## src/rtl/sauria_demo_pkg.sv

```systemverilog
// sauria_demo_pkg: shared types and default parameters
// for the SAURIA config sequencer.
package sauria_demo_pkg;

  localparam int DefAddrWidth     = 32;
  localparam int DefDataWidth     = 32;
  localparam int DefNumEntries    = 16;
  localparam int DefNumCtx        = 2;
  localparam int DefVerifyEn      = 1;
  localparam int DefTimeoutCycles = 1024;

  typedef struct packed {
    logic [DefAddrWidth-1:0] addr;
    logic [DefDataWidth-1:0] data;
  } cfg_entry_t;

  typedef enum logic [2:0] {
    S_IDLE,
    S_WR,
    S_RD,
    S_RWAIT,
    S_DONE,
    S_ERR
  } seq_state_e;

endpackage

```

## src/rtl/sauria_cfg_table.sv

```systemverilog
// sauria_cfg_table: per-context (addr, data) entry store,
// one synchronous write port, one combinational read port.
module sauria_cfg_table
  import sauria_demo_pkg::*;
#(
  parameter int AddrWidth = DefAddrWidth,
  parameter int DataWidth = DefDataWidth,
  parameter int CtxW      = 1,
  parameter int IdxW      = 4
) (
  input  logic                 i_clk,
  input  logic                 i_we,
  input  logic [CtxW-1:0]      i_wctx,
  input  logic [IdxW-1:0]      i_widx,
  input  logic [AddrWidth-1:0] i_waddr,
  input  logic [DataWidth-1:0] i_wdata,
  input  logic [CtxW-1:0]      i_rctx,
  input  logic [IdxW-1:0]      i_ridx,
  output logic [AddrWidth-1:0] o_raddr,
  output logic [DataWidth-1:0] o_rdata
);

  typedef struct packed {
    logic [AddrWidth-1:0] addr;
    logic [DataWidth-1:0] data;
  } entry_t;

  localparam int Depth = 2 ** (CtxW + IdxW);

  entry_t r_mem [Depth];
  entry_t w_rd;

  // Table write; contents deliberately carry no reset.
  always_ff @(posedge i_clk) begin
    if (i_we) begin
      r_mem[{i_wctx, i_widx}] <= '{addr: i_waddr, data: i_wdata};
    end
  end

  assign w_rd    = r_mem[{i_rctx, i_ridx}];
  assign o_raddr = w_rd.addr;
  assign o_rdata = w_rd.data;

endmodule

```

## src/rtl/sauria_cfg_sequencer.sv

```systemverilog
// sauria_cfg_sequencer: replays one context of register
// writes (optional read-back) onto the SAURIA cfg port.
module sauria_cfg_sequencer
  import sauria_demo_pkg::*;
#(
  parameter int AddrWidth     = DefAddrWidth,
  parameter int DataWidth     = DefDataWidth,
  parameter int NumEntries    = DefNumEntries,
  parameter int NumCtx        = DefNumCtx,
  parameter int VerifyEn      = DefVerifyEn,
  parameter int TimeoutCycles = DefTimeoutCycles,
  localparam int CtxW = (NumCtx > 1) ? $clog2(NumCtx) : 1,
  localparam int IdxW = $clog2(NumEntries),
  localparam int LenW = IdxW + 1
) (
  input  logic                 clk_i,
  input  logic                 rst_i,
  input  logic                 tbl_we_i,
  input  logic [CtxW-1:0]      tbl_ctx_i,
  input  logic [IdxW-1:0]      tbl_idx_i,
  input  logic [AddrWidth-1:0] tbl_addr_i,
  input  logic [DataWidth-1:0] tbl_data_i,
  input  logic                 start_i,
  input  logic [CtxW-1:0]      ctx_i,
  input  logic [LenW-1:0]      len_i,
  output logic                 req_o,
  output logic                 we_o,
  output logic [AddrWidth-1:0] addr_o,
  output logic [DataWidth-1:0] wdata_o,
  input  logic                 gnt_i,
  input  logic                 rvalid_i,
  input  logic [DataWidth-1:0] rdata_i,
  output logic                 busy_o,
  output logic                 done_o,
  output logic                 err_o,
  output logic [IdxW-1:0]      err_idx_o
);

  localparam int TW = $clog2(TimeoutCycles + 1);

  seq_state_e      r_state;
  logic [CtxW-1:0] r_ctx;
  logic [LenW-1:0] r_len;
  logic [IdxW-1:0] r_idx;
  logic [TW-1:0]   r_tcnt;
  logic            r_req;
  logic            r_we;
  logic            r_busy;
  logic            r_done;
  logic            r_err;
  logic [IdxW-1:0] r_err_idx;

  logic                 w_tbl_we;
  logic [AddrWidth-1:0] w_addr;
  logic [DataWidth-1:0] w_data;
  logic [LenW-1:0]      w_len;
  logic                 w_last;
  logic                 w_tmo;

  assign w_tbl_we = tbl_we_i && !r_busy;
  assign w_len    = (len_i > LenW'(NumEntries)) ? LenW'(NumEntries) : len_i;
  assign w_last   = ({1'b0, r_idx} + LenW'(1)) == r_len;
  assign w_tmo    = r_tcnt == TW'(TimeoutCycles - 1);

  sauria_cfg_table #(
    .AddrWidth(AddrWidth),
    .DataWidth(DataWidth),
    .CtxW     (CtxW),
    .IdxW     (IdxW)
  ) u_table (
    .i_clk  (clk_i),
    .i_we   (w_tbl_we),
    .i_wctx (tbl_ctx_i),
    .i_widx (tbl_idx_i),
    .i_waddr(tbl_addr_i),
    .i_wdata(tbl_data_i),
    .i_rctx (r_ctx),
    .i_ridx (r_idx),
    .o_raddr(w_addr),
    .o_rdata(w_data)
  );

  // Sequencer FSM with index/timeout counters and registered outputs.
  always_ff @(posedge clk_i) begin
    if (rst_i) begin
      r_state   <= S_IDLE;
      r_ctx     <= '0;
      r_len     <= '0;
      r_idx     <= '0;
      r_tcnt    <= '0;
      r_req     <= 1'b0;
      r_we      <= 1'b0;
      r_busy    <= 1'b0;
      r_done    <= 1'b0;
      r_err     <= 1'b0;
      r_err_idx <= '0;
    end else begin
      r_done <= 1'b0;
      r_tcnt <= r_tcnt + TW'(1);
      unique case (r_state)
        S_IDLE: begin
          if (start_i) begin
            r_ctx  <= ctx_i;
            r_len  <= w_len;
            r_idx  <= '0;
            r_err  <= 1'b0;
            r_busy <= 1'b1;
            r_tcnt <= '0;
            if (w_len == '0) begin
              r_state <= S_DONE;
              r_done  <= 1'b1;
            end else begin
              r_state <= S_WR;
              r_req   <= 1'b1;
              r_we    <= 1'b1;
            end
          end
        end
        S_WR: begin
          if (gnt_i) begin
            r_tcnt <= '0;
            if (VerifyEn != 0) begin
              r_state <= S_RD;
              r_we    <= 1'b0;
            end else if (w_last) begin
              r_state <= S_DONE;
              r_req   <= 1'b0;
              r_we    <= 1'b0;
              r_done  <= 1'b1;
            end else begin
              r_idx <= r_idx + IdxW'(1);
            end
          end else if (w_tmo) begin
            r_state   <= S_ERR;
            r_req     <= 1'b0;
            r_we      <= 1'b0;
            r_err     <= 1'b1;
            r_err_idx <= r_idx;
          end
        end
        S_RD: begin
          if (gnt_i) begin
            r_tcnt  <= '0;
            r_state <= S_RWAIT;
            r_req   <= 1'b0;
          end else if (w_tmo) begin
            r_state   <= S_ERR;
            r_req     <= 1'b0;
            r_err     <= 1'b1;
            r_err_idx <= r_idx;
          end
        end
        S_RWAIT: begin
          if (rvalid_i) begin
            r_tcnt <= '0;
            if (rdata_i != w_data) begin
              r_state   <= S_ERR;
              r_err     <= 1'b1;
              r_err_idx <= r_idx;
            end else if (w_last) begin
              r_state <= S_DONE;
              r_done  <= 1'b1;
            end else begin
              r_state <= S_WR;
              r_idx   <= r_idx + IdxW'(1);
              r_req   <= 1'b1;
              r_we    <= 1'b1;
            end
          end else if (w_tmo) begin
            r_state   <= S_ERR;
            r_err     <= 1'b1;
            r_err_idx <= r_idx;
          end
        end
        S_DONE: begin
          r_state <= S_IDLE;
          r_busy  <= 1'b0;
        end
        S_ERR: begin
          r_state <= S_IDLE;
          r_busy  <= 1'b0;
        end
        default: begin
          r_state <= S_IDLE;
          r_req   <= 1'b0;
          r_we    <= 1'b0;
          r_busy  <= 1'b0;
        end
      endcase
    end
  end

  assign req_o     = r_req;
  assign we_o      = r_we;
  assign addr_o    = w_addr;
  assign wdata_o   = w_data;
  assign busy_o    = r_busy;
  assign done_o    = r_done;
  assign err_o     = r_err;
  assign err_idx_o = r_err_idx;

endmodule

```

## config.mk

```make
export PLATFORM = sky130hd
export DESIGN_NAME = sauria_cfg_sequencer
export DESIGN_NICKNAME = d
export VERILOG_FILES = /design/src/rtl/sauria_demo_pkg.sv /design/src/rtl/sauria_cfg_table.sv /design/src/rtl/sauria_cfg_sequencer.sv
export SDC_FILE = /design/constraint.sdc
export NUM_CORES = 2
export LEC_CHECK = 0
export CAP_MARGIN = 25
export CORE_UTILIZATION = 30
export CTS_BUF_LIST = sky130_fd_sc_hd__clkbuf_4 sky130_fd_sc_hd__clkbuf_8
export DETAILED_ROUTE_END_ITERATION = 16
export PLACE_DENSITY_LB_ADDON = 0.3
export SLEW_MARGIN = 30
export SYNTH_ARGS = -nofsm -noshare
export SYNTH_HDL_FRONTEND = slang
export SYNTH_SLANG_ARGS = --single-unit
export TNS_END_PERCENT = 50
```

## constraint.sdc

```tcl
create_clock -name clk_i -period 6.85 [get_ports clk_i]
set_input_delay 1.7125 -clock clk_i [delete_from_list [all_inputs] [get_ports clk_i]]
set_output_delay 1.7125 -clock clk_i [all_outputs]
set_load 0.05 [all_outputs]
```

==> flow_metrics.env <==
export IMPL_cts_resized=0
export IMPL_reg2reg_to="r_idx[1]"
export IMPL_detail_route_antenna_nets=0
export IMPL_pre_cts_slack_ns=1.26
export IMPL_hold_path_endpoint="r_tcnt[0]"
export IMPL_placed_cells=7423
export IMPL_wl_um=233000
export IMPL_cts_root_buf="clkbuf_8"
export IMPL_area_growth_pct=16.5
export IMPL_grt_pass1_vias=41000
export IMPL_synth_seq_cells=2081
export IMPL_syn_nets=3851
export IMPL_placed_area_um2=88100
export IMPL_path_clk_slew_ns=0.06
export IMPL_met3_length_um=14900
export IMPL_drt_pass1_iterations=5
export IMPL_top_layer_used="met5"
export IMPL_finalCritPeriodShare_pct=93.8
export IMPL_htreeDepth=5
export IMPL_ys_warnings_count=0
export IMPL_fp_dieW_um=521
export IMPL_clock_skew_ns=0.0669
export IMPL_cp_startpoint="r_idx[1]"
export IMPL_cp_max_fo=42
export IMPL_rrSetupSlack_ns=1.76
export IMPL_wl_met1_um=101000
export IMPL_worstHoldPathCells=1
export IMPL_synthCells=3736
export IMPL_tightest_slew_ns=1.12
export IMPL_status="complete, no violations"
export IMPL_rsz0062_at_grt="false"
export IMPL_yosysSeqAreaShare_pct=76.9
export IMPL_insertion_delay_ns=0.95
export IMPL_layout_drive_gt1_share_pct=29.0
export IMPL_io_buffers=185
export IMPL_grt_max_degree=114
export IMPL_arrival_ns=4.71
export IMPL_crit_type="register to output pin"
export IMPL_slew_headroom_pct=25.5
export IMPL_clockBufferDepth=4
export IMPL_start_util_pct=30.2
export IMPL_cellLeakagePower_nw=28.2
export IMPL_synth_ff_type="edfxtp_1"
export IMPL_finalMaxSlewViolations=0
export IMPL_die_y_um=521
export IMPL_worstPathRequired_ns=5.14
export IMPL_fmax_mhz=156
export IMPL_end_kind="output pin"
export IMPL_fin_nets=4319
export IMPL_wl_met2_um=113000
export IMPL_drt_iter0_markers=4268
export IMPL_grt_pass1_wl_um=322000
export IMPL_synth_async_reset_ratio_pct=0
export IMPL_ys_types=73
export IMPL_peakVddDrop_mv=0.176
export IMPL_crit_reg2reg_launch="r_idx[2]"
export IMPL_grt_overflow=0
export IMPL_rows=190
export IMPL_numCtsBuffers=330
export IMPL_fin_cells=8007
export IMPL_critical_path_startpoint_type="register"
export IMPL_antenna_found_initial=33
export IMPL_synth_edf_count=2048
export IMPL_cts_tree="built"
export IMPL_core_area_um2=268000
export IMPL_vias=40400
export IMPL_cts_sinks=2081
export IMPL_hold_violations=0
export IMPL_grtUsageTotal_pct=16.8
export IMPL_pwr_density_cell_nw_per_um2=267
export IMPL_cts_setup_buffers=0
export IMPL_cap_violations=0
export IMPL_period_needed_ns=6.42
export IMPL_wl_per_cell_um=29.0
export IMPL_die_area_um2=272000
export IMPL_drc=0
export IMPL_ioPinCount=186
export IMPL_finalSetupViolCount=0
export IMPL_setup_tns_final_ns=0
export IMPL_hp_class="register to register"
export IMPL_min_from="r_tcnt[0]"
export IMPL_gp_congestion=0.755
export IMPL_postCtsHoldBufs=0
export IMPL_netlist_area_um2=80800
export IMPL_dp_hpwl_um=124000
export IMPL_fin_area_um2=94100
export IMPL_syn_avg_cell_area_um2=21.6
export IMPL_fin_ws_ns=0.427
export IMPL_rr_worst_depth=11
export IMPL_vias_per_cell=5.04
[where the power goes]
| group | internal, mW | switching [mW] |
|---|---|---|
| registers | 14.1 | 0.0332 |
| clock network | 5.49 | 4.86 |
| logic | 0.170 | 0.501 |
| total | 19.7 | 5.39 |
[how the worst max path moves through the flow]
stage,slack (ns),to
after floorplan,1.27,u_table.r_mem[26][0]
after global placement,0.63,wdata_o[12]
after detailed placement,1.26,wdata_o[26]
after CTS,0.27,wdata_o[26]
after global routing,0.17,wdata_o[26]
final,0.43,wdata_o[26]
[cell type report]
cell class | instances | area, µm²
fillers | 24700 | 174000
well taps | 3552 | 4440
diodes | 4 | 10.0
flip-flops and latches | 2081 | 62200
clock inverters | 112 | 648
clock buffers | 467 | 5650
inverters | 9 | 41.3
repair buffers | 331 | 3270
multi-input cells | 1451 | 17900
[logic make-up (layout without fill, tap and decap cells)]
logic type                 count (synthesis)  count (layout)  synth area share (%)
other                                      0               4                     0
DFF                                     2081            2081                  76.9
AOI/OAI and AO/OA                        276             276                  2.37
xor gates and xnor gates                  52              52                 0.563
muxes                                    790             790                  16.7
buffers and inverters                    204             919                  1.35
and+or+nand+nor                          331             331                  2.07
adders and majority gates                  2               2                0.0310
[through the flow]
stage          util (%)  total power [mW]  hold slack (ns)
6_report           35.1              25.1            0.461
3_3_place_gp       32.8              15.1            0.444
4_1_cts            35.2              25.4            0.467
2_1_floorplan         -              14.6            0.430
5_1_grt            35.1              25.9            0.487
3_5_place_dp       32.9              15.1            0.457
[Yosys cell counts (3+ instances only)]
library cell,number,share of area (%)
mux2i_1,290,3.6
and3_1,7,0.054
clkbuf_1,66,0.31
nor3_1,12,0.074
buf_2,59,0.37
a22o_1,3,0.033
nand3_1,52,0.32
o211ai_1,5,0.046
nand3b_1,10,0.093
a31oi_1,7,0.054
mux4_2,442,12
or3_1,7,0.054
a22oi_1,120,1.1
mux2_2,55,0.77
o22ai_1,6,0.046
buf_1,19,0.088
xnor2_1,26,0.28
o21ai_0,32,0.20
o221ai_1,3,0.033
a21o_1,3,0.028
nor2b_1,18,0.14
nand2b_1,18,0.14
nand4b_1,3,0.033
nor4_1,5,0.039
or2_2,5,0.039
inv_1,7,0.033
buf_4,37,0.34
nand2_1,77,0.36
and2_1,6,0.046
nand4_1,15,0.12
edfxtp_1,2048,76
a211oi_1,4,0.037
or3b_2,3,0.033
xor2_1,26,0.28
dfxtp_1,33,0.82
buf_6,13,0.18
a21oi_1,54,0.33
a221oi_1,13,0.14
nor2_1,80,0.37
[per-layer routing]
| layer | GRT usage, % | vias to the layer above |
|---|---|---|
| li1 | - | 16700 |
| met1 | 23.1 | 21900 |
| met2 | 27.6 | 1476 |
| met3 | 3.13 | 334 |
| met4 | 3.47 | 20 |
| met5 | 0 | - |
[placed cells by master, fill, tap and decap left out, types with 30 or more instances in the layout]
cell,Yosys,routed
edfxtp_1,2048,2048
mux4_2,442,442
clkbuf_8,0,342
mux2i_1,290,290
clkbuf_4,0,125
a22oi_1,120,120
clkdlybuf4s50_1,0,116
buf_4,37,101
nand2_1,77,77
clkinv_1,0,74
buf_2,59,63
mux2_2,55,55
a21oi_1,54,54
nand3_1,52,52
nor2_1,80,46
buf_12,0,36
nor2_4,0,33
o21ai_0,32,30
[state kept, by name, indices dropped and copies added (netlist names), 3 cells and up]
signal / cells
err_idx_o: 4
r_tcnt: 11
r_state: 3
u_table.r_mem: 2048
r_len: 5
r_idx: 4
[critical path, cell delays in order (launching register included)]
cell and delay (ns):
dfxtp_4 0.63, buf_4 0.70, nor2_1 0.35, a22oi_1 0.24, a21oi_1 0.09, nor4_1 0.81, clkdlybuf4s50_1 0.96
Note: power is estimated with default switching activity, not from simulation.
